===== src/rtl/spike_fifo_arbiter_if.sv =====
// Handshake bundle between spike producers / event FIFO and the round-robin write arbiter.
// SPIKE_ARB_STALL_CNT_EN adds the stall_cnt observation signal.
interface spike_fifo_arbiter_if #(
    parameter int NUM_REQ    = 4,
    parameter int DATA_WIDTH = 8
);
    localparam int ID_WIDTH = $clog2(NUM_REQ);

    logic [NUM_REQ-1:0]             req;
    logic [NUM_REQ*DATA_WIDTH-1:0]  req_data;
    logic [NUM_REQ-1:0]             gnt;
    logic                           fifo_full;
    logic                           fifo_wr_en;
    logic [ID_WIDTH+DATA_WIDTH-1:0] fifo_wdata;
    logic                           busy;

`ifdef SPIKE_ARB_STALL_CNT_EN
    logic [15:0]                    stall_cnt;

    modport master (
        output req, req_data, fifo_full,
        input  gnt, fifo_wr_en, fifo_wdata, busy, stall_cnt
    );
    modport slave (
        input  req, req_data, fifo_full,
        output gnt, fifo_wr_en, fifo_wdata, busy, stall_cnt
    );
`else
    modport master (
        output req, req_data, fifo_full,
        input  gnt, fifo_wr_en, fifo_wdata, busy
    );
    modport slave (
        input  req, req_data, fifo_full,
        output gnt, fifo_wr_en, fifo_wdata, busy
    );
`endif
endinterface


===== src/rtl/spike_fifo_arbiter.sv =====
// Round-robin arbiter: one tagged FIFO write per 2-cycle ARB/WR round, grant/write registered one edge after req.
// Backpressure: no round starts while fifo_full; SPIKE_ARB_STALL_CNT_EN adds a saturating stall counter.
module spike_fifo_arbiter #(
    parameter int NUM_REQ    = 4,
    parameter int DATA_WIDTH = 8
) (
    input  logic                 clk,
    input  logic                 rst_n,
    spike_fifo_arbiter_if.slave  bus
);
    localparam int ID_WIDTH = $clog2(NUM_REQ);
    localparam int WD_WIDTH = ID_WIDTH + DATA_WIDTH;

    typedef enum logic {ST_ARB, ST_WR} state_t;

    state_t                r_state;
    state_t                w_state_nxt;
    logic [ID_WIDTH-1:0]   r_last;
    logic [ID_WIDTH-1:0]   w_last_nxt;
    logic [NUM_REQ-1:0]    r_gnt;
    logic [NUM_REQ-1:0]    w_gnt_nxt;
    logic [WD_WIDTH-1:0]   r_wdata;
    logic [WD_WIDTH-1:0]   w_wdata_nxt;
    logic                  r_wr_en;
    logic                  w_wr_en_nxt;
    logic                  r_busy;
    logic                  w_busy_nxt;
    logic [ID_WIDTH-1:0]   w_idx;
    logic [ID_WIDTH-1:0]   w_winner;
    logic                  w_found;

    // Search starts just after the previous winner and wraps at NUM_REQ-1.
    always_comb begin
        w_idx    = r_last;
        w_winner = '0;
        w_found  = 1'b0;
        for (int k = 0; k < NUM_REQ; k++) begin
            w_idx = (w_idx == ID_WIDTH'(NUM_REQ - 1)) ? '0 : w_idx + ID_WIDTH'(1);
            if (!w_found && bus.req[w_idx]) begin
                w_found  = 1'b1;
                w_winner = w_idx;
            end
        end
    end

    always_comb begin
        w_state_nxt = r_state;
        w_gnt_nxt   = '0;
        w_wr_en_nxt = 1'b0;
        w_busy_nxt  = 1'b0;
        w_wdata_nxt = r_wdata;
        w_last_nxt  = r_last;
        case (r_state)
            ST_ARB: begin
                if (w_found && !bus.fifo_full) begin
                    w_state_nxt = ST_WR;
                    w_gnt_nxt   = NUM_REQ'(1) << w_winner;
                    w_wr_en_nxt = 1'b1;
                    w_busy_nxt  = 1'b1;
                    w_wdata_nxt = {w_winner, bus.req_data[w_winner*DATA_WIDTH +: DATA_WIDTH]};
                    w_last_nxt  = w_winner;
                end
            end
            // The write commits on the edge leaving WR, so full is fresh on return to ARB.
            ST_WR:   w_state_nxt = ST_ARB;
            default: w_state_nxt = ST_ARB;
        endcase
    end

    always_ff @(posedge clk or negedge rst_n) begin
        if (!rst_n) begin
            r_state <= ST_ARB;
        end else begin
            r_state <= w_state_nxt;
        end
    end

    always_ff @(posedge clk or negedge rst_n) begin
        if (!rst_n) begin
            r_gnt   <= '0;
            r_wr_en <= 1'b0;
            r_busy  <= 1'b0;
            r_wdata <= '0;
            r_last  <= ID_WIDTH'(NUM_REQ - 1);
        end else begin
            r_gnt   <= w_gnt_nxt;
            r_wr_en <= w_wr_en_nxt;
            r_busy  <= w_busy_nxt;
            r_wdata <= w_wdata_nxt;
            r_last  <= w_last_nxt;
        end
    end

    assign bus.gnt        = r_gnt;
    assign bus.fifo_wr_en = r_wr_en;
    assign bus.fifo_wdata = r_wdata;
    assign bus.busy       = r_busy;

`ifdef SPIKE_ARB_STALL_CNT_EN
    logic [15:0] r_stall_cnt;

    always_ff @(posedge clk or negedge rst_n) begin
        if (!rst_n) begin
            r_stall_cnt <= '0;
        end else if ((r_state == ST_ARB) && (|bus.req) && bus.fifo_full
                     && (r_stall_cnt != 16'hFFFF)) begin
            r_stall_cnt <= r_stall_cnt + 16'd1;
        end
    end

    assign bus.stall_cnt = r_stall_cnt;
`endif

endmodule

===== src/flat_wrapper.sv =====
// flat-port wrapper written by rule: the top's interface ports become plain ports
module spike_fifo_arbiter_flat 
#(
    parameter int NUM_REQ    = 4,
    parameter int DATA_WIDTH = 8
)
  (clk, rst_n, bus_req, bus_req_data, bus_fifo_full, bus_gnt, bus_fifo_wr_en, bus_fifo_wdata, bus_busy);
  spike_fifo_arbiter_if #(.NUM_REQ(NUM_REQ), .DATA_WIDTH(DATA_WIDTH)) bus_i ();
  input  logic clk;
  input  logic rst_n;
  input wire logic [$bits(bus_i.req)-1:0] bus_req;
  input wire logic [$bits(bus_i.req_data)-1:0] bus_req_data;
  input wire logic [$bits(bus_i.fifo_full)-1:0] bus_fifo_full;
  output wire logic [$bits(bus_i.gnt)-1:0] bus_gnt;
  output wire logic [$bits(bus_i.fifo_wr_en)-1:0] bus_fifo_wr_en;
  output wire logic [$bits(bus_i.fifo_wdata)-1:0] bus_fifo_wdata;
  output wire logic [$bits(bus_i.busy)-1:0] bus_busy;
  assign bus_i.req = bus_req;
  assign bus_i.req_data = bus_req_data;
  assign bus_i.fifo_full = bus_fifo_full;
  assign bus_gnt = bus_i.gnt;
  assign bus_fifo_wr_en = bus_i.fifo_wr_en;
  assign bus_fifo_wdata = bus_i.fifo_wdata;
  assign bus_busy = bus_i.busy;
  spike_fifo_arbiter #(.NUM_REQ(NUM_REQ), .DATA_WIDTH(DATA_WIDTH)) u_core (.clk(clk), .rst_n(rst_n), .bus(bus_i));
endmodule

===== config.mk =====
export PLATFORM = sky130hd
export DESIGN_NAME = spike_fifo_arbiter_flat
export DESIGN_NICKNAME = d
export VERILOG_FILES = /design/src/rtl/spike_fifo_arbiter_if.sv /design/src/rtl/spike_fifo_arbiter.sv /design/src/flat_wrapper.sv
export SDC_FILE = /design/constraint.sdc
export NUM_CORES = 1
export LEC_CHECK = 0
export CAP_MARGIN = 0
export CORE_ASPECT_RATIO = 0.8
export CORE_MARGIN = 2
export CORE_UTILIZATION = 46
export CTS_CLUSTER_SIZE = 25
export DETAILED_ROUTE_END_ITERATION = 10
export MAX_ROUTING_LAYER = met4
export PLACE_DENSITY = 0.86
export SLEW_MARGIN = 5
export SYNTH_ARGS = -nofsm -noshare
export SYNTH_HDL_FRONTEND = slang
export SYNTH_SLANG_ARGS = --single-unit

===== constraint.sdc =====
create_clock -name clk -period 5.4 [get_ports clk]
set_clock_uncertainty 0.1 [all_clocks]
set_input_delay 1.08 -clock clk [delete_from_list [all_inputs] [get_ports clk]]
set_output_delay 1.08 -clock clk [all_outputs]
set_load 0.05 [all_outputs]

After elaboration in Yosys (flattened, before gate mapping) --
Cells that the tools add are included.
Storage, ports and cells: bits in registers 18
Cells by class: mux-type cells 25, shift-type cells 2, $add $sub $neg 4, equality and inequality tests 4, bitwise gates (word level) 1, reductions and logical operators 9, $lt $le $gt $ge 4
Operators with widths (count):
- indexed part select 32 x 6 -> 8 bit | 1
- two-way mux 2 bit | 8
- less-than comparator 2 x 3 -> 1 bit, second input constant | 4
- two-way mux 1 bit | 10
- adder 2 x 1 -> 2 bit, second input constant | 4
- binary-select mux 1 bit (select 2 bit) | 4
- == test 2 bit, second input constant | 4
- two-way mux 4 bit | 2
- logical AND 1 bit | 4
- zero test 1 bit | 4
- << shifter 1 x 2 -> 4 bit, first input constant | 1
- case mux 1 bit (2 select lines) | 1
- AND reduction 2 bit | 1
- NOT 1 bit | 1

Logic depth before layout (Yosys ltp) --
Gate-level depths: netlist of the first run.
depth in word-level cells 17, gate-level depth with buffers 10

Worst setup path before layout of the first run --
Ideal clock, no wire load.
path type input-to-reg, from in bus_req[2], to reg u_core.r_wdata[1] (netlist: u_core.bus.fifo_wdata[1]), data required time 5.177 ns, data arrival time 2.635 ns, buffers on the path 2, setup time 0.123 ns, stages 7, path slack 2.542 ns, cells stage by stage buf_4 -> nor2b_1 -> mux4_2 -> nor2_1 -> buf_6 -> mux2_2 -> o221a_1
Between the ends: word-level cells in the longest chain between the ends 14, elaborated cells on any way between the ends 25, those cells by class shift (1); mux (16); reduce/logical (8)
RTL lines:
- start: declaration | line flat_wrapper.sv:11 | input wire logic [$bits(bus_i.req)-1:0] bus_req;
- parallel branches: the longest is 14 deep, another holds binary-select mux 1 bit (select 2 bit)
- end signal: assignment | line spike_fifo_arbiter.sv:89 | r_wdata <= w_wdata_nxt;
- end: declaration | line spike_fifo_arbiter.sv:22 | logic [WD_WIDTH-1:0] r_wdata;
Parallel ways; which one is timed is not known. The select of a mux whose other input is x is not followed. A chain may end at the register's enable or synchronous reset.

Worst setup path in the final report of the first run --
from in bus_req[0], to reg u_core.r_wdata[6] (netlist: u_core.bus.fifo_wdata[6])
The elaborated chain is that of the path after synthesis.

==> flow_summary.ini, run 1 <==
[power]
ir_worst_vdd_mv = 0.438
power.leakage_nw = 0.744
p_per_area_mw_per_mm2 = 602

[logic_synthesis]
synth_edf_count = 0
netlist_top_cells_area = dfrtp_1 29%, mux2i_1 8.4%, o221a_1 6.9%
synthDistinctLibCells = 44
ys_seq_area_share_pct = 32.8
synth_top_area_share_pct = 28.8
syn_inst = 125
synth_area_mm2 = 0.00130
yosys_warnings = 0
synthesis.nets = 165
synth-seq-cells = 17
ys.flop_type = dfrtp_1
synth_largest_area_cell = dfrtp_1
synthArstFlopShare_pct = 100
avgSynthCellArea_um2 = 10.4

[placement]
dp_hpwl_um = 2490
dp.cells = 208
gp_congestion = 0.839
io_buffers = 54

[global_route]
grtUsageTotal_pct = 20.5
antenna_found_initial = 0
grt_pass1_vias = 1075
grt_overflow = 0
grt_max_degree = 21
grt_pass1_wl_um = 5110

[floorplan]
dieHeight_um = 51.6
design.core.area_mm2 = 0.00272
rows = 17
die_area_mm2 = 0.00328
die_w_um = 63.5
start_util_pct = 47.9
io_pins = 55

[status]
status = finished clean

[drt]
routed_wl_um = 3190
vias_per_cell = 5.38
routed-via-count = 1141
drt_first_pass_iters = 4
route.detailed.drc = 0
antenna_left = 0
wl_per_cell_um = 15.0
drtIter0Drc = 25

[final_layout]
n_antenna_cell = 0
post-route-util_pct = 67.1
num-nets-final = 215
drive_gt1_share_pct = 15.5
num-fill-cells = 228
stdcell_count = 212
syn_to_final_growth_pct = 40.1

[worst_setup_path]
cp_data_arrival_time_ns = 3.48
crit_type = in -> reg
crit_fanout = 10
worst_setup_path_end_kind = register
cp_data_required_time_ns = 5.49
start_kind = primary input

[cts]
cts_sinks = 17
clockRootBuffer = clkbuf_4
path_clk_slew_ns = 0.10
cts_hold_buf = 0
clk_latency_ns = 0.29
cts_max_level = 1
clockBufferDepth = 2
cts_tree = yes
cts.repair.resized = 0
cts_setup_buffers = 0
cts_buffers = 3

[sta]
worstMarginPinSlew_ns = 0.761
finalMaxSlewViolations = 0
fmax_mhz = 294
fin_setup_tns_ns = 0
min_period_ns = 3.40
grt_setup_unrepaired = no
relSlewSlack_pct = 49.1
setup-violations-final = 0
finalHoldViolCount = 0
finalCritPeriodShare_pct = 62.9

[min_path]
min_path_type = reg -> reg

[job]
maxCapViolations = 0
[power by group]
| part | switching [W] | leakage, nW | internal, W |
|---|---|---|---|
| combinational | 0.000444 | 0.525 | 0.000351 |
| clock | 0.0000421 | 0.0177 | 0.0000276 |
| sequential | 0.0000468 | 0.201 | 0.000189 |
[routing by layer]
metal  track usage [%]  wire, µm  vias to the layer above
met5                 -         0                        -
met2              34.9      1670                       25
met3              4.11        96                        2
li1                  -         -                      561
met4              2.17        19                        0
met1              26.7      1400                      553
[per-stage QoR]
step | hold slack [ns] | setup slack [ns] | area, µm² | power, W
floorplan | 0.396 | 2.54 | 1300 | 0.000870
global placement | 0.364 | 1.80 | 1800 | 0.00101
detailed placement | 0.381 | 1.70 | 1800 | 0.00103
CTS | 0.408 | 2.02 | 1830 | 0.00110
global route | 0.424 | 1.85 | 1830 | 0.00117
finish | 0.403 | 2.00 | 1830 | 0.00110
[cells by family after synthesis]
group	count (synthesis)	share of synthesized area (%)
simple gates	45	21.0
fa+ha+maj	1	0.960
flops	17	32.8
mux	24	21.1
xor+xnor	1	0.672
buf+inv	14	8.83
compound gates	23	14.6
[worst paths after layout]
kind / from / to / slack (ns) / cells past startpoint
max in group asynchronous: rst_n / u_core.bus.fifo_wdata[9] / 3.60 / 1
min: u_core.bus.fifo_wdata[9] / u_core.bus.fifo_wdata[9] / 0.40 / 1
max: bus_req[0] / u_core.bus.fifo_wdata[6] / 2.00 / 8
min reg2reg: u_core.bus.fifo_wdata[9] / u_core.bus.fifo_wdata[9] / 0.40 / 1
min in group asynchronous: rst_n / u_core.bus.fifo_wdata[0] / 1.12 / 1
max reg2reg: u_core.r_last[0] / u_core.bus.fifo_wdata[6] / 2.22 / 8
[synth_stat cells, drive strengths merged, types with 2 or more instances]
cell    count
nor2        5
nand2      12
inv         4
or3         2
a21o        2
o22ai       2
nor3        4
nor3b       2
nor4        2
a21oi       2
a211o       2
dfstp       2
o21ai       5
mux2       12
nand3       2
buf         8
mux2i      11
nor4b       2
nor2b       5
dfrtp      15
and3        2
o221a       8
clkbuf      2
[critical path: stages]
cell and delay, ns:
clkdlybuf4s50_1 0.56, mux2_4 0.33, mux2i_1 0.30, o211ai_1 0.14
and3_4 0.20, nor3_2 0.59, nand2_1 0.12, o221a_1 0.16
[layout by cell type, fill, tap and decap left out, types with 2 or more instances in the layout]
cell type	count
a21o_1	2
clkbuf_4	3
clkdlybuf4s50_1	54
dfrtp_1	15
dfstp_2	2
inv_1	4
mux2_1	3
mux2_2	7
mux2_4	2
mux2i_1	11
nand2_1	11
nand3_1	2
nor2_1	5
nor2b_1	5
nor3_1	3
nor3b_1	2
nor4_1	2
nor4b_1	2
o21ai_0	5
o221a_1	8
o22ai_1	2
or3_1	2
[layout make-up]
type / count / area, µm² / share of cell area, %
Multi-Input combinational cell: 94 / 761 / 41.6
Timing Repair Buffer: 55 / 548 / 30.0
Sequential cell: 17 / 428 / 23.4
Tap cell: 38 / 47.5 / 2.60
Clock buffer: 3 / 22.5 / 1.23
Inverter: 4 / 15.0 / 0.822
Clock inverter: 1 / 5.00 / 0.274
[state kept, by name, summed over array words and instances (netlist names)]
signal                 flops
u_core.bus.fifo_wdata     10
u_core.bus.gnt             4
u_core.r_last              2
u_core.r_state             1
No activity file was read; power rests on OpenSTA's default activity.
==> run 2: changes to the inputs <==
--- a/config.mk
+++ b/config.mk
@@ -8,11 +8,11 @@
 export CAP_MARGIN = 0
 export CORE_ASPECT_RATIO = 0.8
 export CORE_MARGIN = 2
-export CORE_UTILIZATION = 46
+export CORE_UTILIZATION = 42
 export CTS_CLUSTER_SIZE = 25
 export DETAILED_ROUTE_END_ITERATION = 10
 export MAX_ROUTING_LAYER = met4
-export PLACE_DENSITY = 0.86
+export PLACE_DENSITY = 0.79
 export SLEW_MARGIN = 5
 export SYNTH_ARGS = -nofsm -noshare
 export SYNTH_HDL_FRONTEND = slang
==> constraint.sdc (replaced) <==
create_clock -name clk -period 3.3 [get_ports clk]
set_clock_uncertainty 0.1 [all_clocks]
set_input_delay 0.66 -clock clk [delete_from_list [all_inputs] [get_ports clk]]
set_output_delay 0.66 -clock clk [all_outputs]
set_load 0.05 [all_outputs]
==> flow_summary.ini, run 2 (synthesized netlist as in run 1, its figures left out) <==
[placement]
dp_hpwl_um = 2450
io_buffers = 54
post-place-ws_ns = 0.0947
gp_congestion = 0.898

[floorplan]
die_w_um = 66.3
dieHeight_um = 53.8
io_pins = 55
start_util_pct = 43.2
design.core.area_mm2 = 0.00302
rows = 18
die_area_mm2 = 0.00357

[power]
power.leakage_nw = 0.763
p_per_area_mw_per_mm2 = 996
ir_worst_vdd_mv = 0.466
total_power_w = 0.00187

[min_path]
whs_path_depth = 1
hp-start = u_core.bus.fifo_wdata[9]
min_path_type = reg -> reg
hold_end = u_core.bus.fifo_wdata[9]

[global_route]
antenna_found_initial = 0
grtUsageTotal_pct = 18.9
grt_max_degree = 21
grt_pass1_vias = 1022
grt_pass1_wl_um = 4850
grt_overflow = 0

[cts]
cts_sinks = 17
cts_buffers = 3
cts_hold_buf = 0
clk_latency_ns = 0.25
cts_tree = yes
path_clk_slew_ns = 0.06
clockRootBuffer = clkbuf_8
clockBufferDepth = 2
cts.repair.resized = 0
cts_setup_buffers = 0
cts_max_level = 1

[drt]
vias_per_cell = 5.34
drtIter0Drc = 49
routed-via-count = 1153
route.detailed.drc = 0
wl_per_cell_um = 14.3
antenna_left = 0
drt_first_pass_iters = 4
routed_wl_um = 3080

[final_layout]
num-fill-cells = 257
largest_reg_flops = 10
num-nets-final = 217
multiInputGateArea_um2 = 761
syn_to_final_growth_pct = 43.8
final-seq-area_um2 = 428
n_antenna_cell = 0
drive_gt1_share_pct = 15.9
final_cell_mix = 54 x clkdlybuf4s50_1, 15 x dfrtp_1, 11 x mux2i_1, 11 x nand2_1, 8 x o221a_1
final_common_cell = clkdlybuf4s50_1

[worst_setup_path]
crit_slowest_cell = clkdlybuf4s50_1
crit_type = in -> reg
start_kind = primary input
critPathTopFamily = simple AND/OR/NAND/NOR gates
crit_fanout = 10
r2r_slack_ns = 0.42
cp_cell_sequence = clkdlybuf4s50_1, mux2_4, mux2i_1, o211ai_1, and3_4, nor3_2, nand2_1, o221a_1
worst_setup_path_end_kind = register
r2r_end = u_core.bus.fifo_wdata[1]
reg2reg_from = u_core.r_last[0]
cp_data_required_time_ns = 3.34
cp_num_buf_inv = 1
rr_worst_depth = 8
cp_data_arrival_time_ns = 3.00
crit_path_start = bus_req[2]
critical_path.max_stage_delay_ns = 0.58

[sta]
fmax_mhz = 339
finalHoldViolCount = 0
fin_setup_tns_ns = 0
finalCritPeriodShare_pct = 89.5
worstMarginPinSlew_ns = 0.748
setup-violations-final = 0
relSlewSlack_pct = 50.0
setup_ws_ns = 0.347
min_period_ns = 2.95
finalMaxSlewViolations = 0
grt_setup_unrepaired = no

[job]
maxCapViolations = 0

[status]
status = finished clean
[run 2: changes by cell type in the layout (fill, tap and decap cells not counted)]
cell | before | now
clkbuf_4 | 3 | 0
clkbuf_8 | 0 | 3
buf_12 | 0 | 1
buf_4 | 1 | 2
clkbuf_1 | 0 | 1
clkinv_2 | 1 | 0
[run 2: layer usage]
layer / routed length, µm / vias to the layer above / GRT usage, %
li1: - / 563 / -
met1: 1380 / 562 / 25.0
met2: 1560 / 23 / 30.0
met3: 108 / 5 / 3.77
met4: 38 / 0 / 5.10
met5: 0 / - / -
[run 2: worst max path at each step]
stage | end | cells after the start
after floorplan | u_core.bus.fifo_wdata[1] | 8
after global placement | u_core.bus.fifo_wdata[6] | 8
after detailed placement | u_core.bus.fifo_wdata[1] | 8
after CTS | u_core.bus.fifo_wdata[1] | 8
after global routing | u_core.bus.fifo_wdata[7] | 8
final | u_core.bus.fifo_wdata[1] | 8
[run 2: power breakdown]
group	internal (W)	total (W)	switching, W
combinational	0.000607	0.00136	0.000751
clock	0.0000858	0.000155	0.0000693
sequential	0.000309	0.000353	0.0000440
[run 2: final cells by class]
type | instances | share of cell area (%)
inverters | 4 | 0.801
flip-flops and latches | 17 | 22.8
multi-input cells | 94 | 40.6
well taps | 40 | 2.67
repair buffers | 57 | 30.7
clock buffers | 4 | 2.40
[run 2: worst register-to-register path, delay by kind of cell (launching register included)]
family	cells	cell delay, ns
compound gates	2	0.25
simple gates	5	1.52
flops	1	0.54
fa+ha+maj	1	0.36
[run 2: through the flow]
stage,hold slack (ns),instance area (µm²),instances,utilization (%)
2_1_floorplan,0.264,1300,125,-
3_3_place_gp,0.369,1830,212,60.6
3_5_place_dp,0.382,1830,212,60.6
4_1_cts,0.401,1870,216,62.1
5_1_grt,0.422,1870,216,62.1
6_report,0.392,1870,216,62.1
==> run 3: changes to the inputs <==
--- a/config.mk
+++ b/config.mk
@@ -12,7 +12,8 @@
 export CTS_CLUSTER_SIZE = 25
 export DETAILED_ROUTE_END_ITERATION = 10
 export MAX_ROUTING_LAYER = met4
-export PLACE_DENSITY = 0.79
+export PLACE_DENSITY = 0.82
+export SETUP_SLACK_MARGIN = 0.05
 export SLEW_MARGIN = 5
 export SYNTH_ARGS = -nofsm -noshare
 export SYNTH_HDL_FRONTEND = slang
==> flow_summary.ini, run 3 (synthesized netlist as in run 1, its figures left out) <==
[worst_setup_path]
worst_setup_path_end_kind = register
critPathTopFamily = simple AND/OR/NAND/NOR gates
cp_num_buf_inv = 1
start_kind = primary input
reg2reg_from = u_core.r_last[1]
cp_cell_sequence = clkdlybuf4s50_1, mux2_4, mux2i_1, o211ai_1, and3_4, nor3_2, nand2_1, o221a_1
r2r_end = u_core.bus.fifo_wdata[0]
critical_path.max_stage_delay_ns = 0.57
crit_fanout = 10
cp_data_required_time_ns = 3.34
crit_type = in -> reg
rr_worst_depth = 8
cp_data_arrival_time_ns = 3.02
r2r_slack_ns = 0.42
crit_slowest_cell = clkdlybuf4s50_1

[drt]
vias_per_cell = 5.31
drt_first_pass_iters = 4
route.detailed.drc = 0
wl_per_cell_um = 15.1
antenna_left = 0
routed_wl_um = 3270
drtIter0Drc = 72
routed-via-count = 1148

[min_path]
hp-start = u_core.bus.fifo_wdata[9]
min_path_type = reg -> reg
whs_path_depth = 1
hold_end = u_core.bus.fifo_wdata[9]

[floorplan]
dieHeight_um = 53.8
io_pins = 55
start_util_pct = 43.2
design.core.area_mm2 = 0.00302
die_area_mm2 = 0.00357
rows = 18
die_w_um = 66.3

[final_layout]
post-route-util_pct = 62.2
n_antenna_cell = 0
stdcell_count = 216
final_common_cell = clkdlybuf4s50_1
fin_area_mm2 = 0.00188
final_cell_mix = 54 x clkdlybuf4s50_1, 15 x dfrtp_1, 11 x mux2i_1, 11 x nand2_1, 8 x o221a_1
drive_gt1_share_pct = 16.5
largest_reg_flops = 10
num-nets-final = 217
syn_to_final_growth_pct = 44.0

[placement]
gp_congestion = 0.981
dpl_cell_area_mm2 = 0.00183
io_buffers = 54
dp.cells = 212
dp_hpwl_um = 2610

[cts]
clockRootBuffer = clkbuf_8
cts_sinks = 17
path_clk_slew_ns = 0.06
clockBufferDepth = 2
cts_max_level = 1
cts_hold_buf = 0
cts_setup_buffers = 0
cts.repair.resized = 0
cts_buffers = 3
clk_latency_ns = 0.25
cts_tree = yes

[sta]
fin_setup_tns_ns = 0
setup-violations-final = 0
finalCritPeriodShare_pct = 90.6
finalHoldViolCount = 0
hold_ws_ns = 0.384
relSlewSlack_pct = 50.1
finalMaxSlewViolations = 0
fmax_mhz = 335
worstMarginPinSlew_ns = 0.746
min_period_ns = 2.99
grt_setup_unrepaired = no

[status]
status = finished clean

[global_route]
grt_pass1_vias = 1033
grt_overflow = 0
grt_max_degree = 21
grtUsageTotal_pct = 19.2
antenna_found_initial = 0
grt_pass1_wl_um = 4970

[job]
maxCapViolations = 0

[power]
power.leakage_nw = 0.763
ir_worst_vdd_mv = 0.503
p_per_area_mw_per_mm2 = 1010
==> run 3: cell counts in the layout (fill, tap and decap cells not counted) <==
No cell type changed its count.
==> run 3: through the flow <==
stage	worst slack [ns]	power, W
global route	0.140	0.00201
CTS	0.306	0.00190
detailed placement	0.0446	0.00174
global placement	0.201	0.00170
finish	0.311	0.00189
floorplan	0.716	0.00142
==> run 3: worst max path at each step <==
stage | depth (start not counted) | slack, ns | from | endpoint
after floorplan | 8 | 0.72 | u_core.r_last[0] | u_core.bus.fifo_wdata[1]
after global placement | 8 | 0.20 | bus_req[2] | u_core.bus.fifo_wdata[0]
after detailed placement | 8 | 0.04 | bus_req[0] | u_core.bus.fifo_wdata[0]
after CTS | 8 | 0.31 | bus_req[0] | u_core.bus.fifo_wdata[0]
after global routing | 8 | 0.14 | bus_req[0] | u_core.bus.fifo_wdata[7]
final | 8 | 0.31 | bus_req[2] | u_core.bus.fifo_wdata[0]
==> run 3: area by class of cell <==
cell class / count / area [µm²]
Clock buffer: 4 / 45.0
Fill cell: 258 / 1140
Inverter: 4 / 15.0
Multi-Input combinational cell: 94 / 763
Sequential cell: 17 / 428
Tap cell: 40 / 50.0
Timing Repair Buffer: 57 / 576
==> run 3: power breakdown <==
| part | internal (W) | switching [W] | total, W | leakage, nW |
|---|---|---|---|---|
| Clock | 0.0000856 | 0.0000662 | 0.000152 | 0.0228 |
| Combinational | 0.000610 | 0.000770 | 0.00138 | 0.540 |
| Sequential | 0.000310 | 0.0000486 | 0.000358 | 0.201 |
==> run 3: worst register-to-register path, cell delays in order, from the launching register on <==
cell and delay (ns):
dfstp_2 0.54, ha_1 0.36, nor4b_1 0.42, or3_1 0.20, o211ai_1 0.10, and3_4 0.20
nor3_2 0.56, nand2_1 0.14, o221a_1 0.16
==> run 3: metal layers <==
layer / track usage, % / vias up / routed length, µm / part of all wire [%]
met1: 23.6 / 548 / 1390 / 42
met5: - / - / 0 / 0
met2: 33.2 / 32 / 1730 / 53
met3: 3.77 / 2 / 123 / 3.8
li1: - / 566 / - / -
met4: 4.08 / 0 / 19 / 0.58
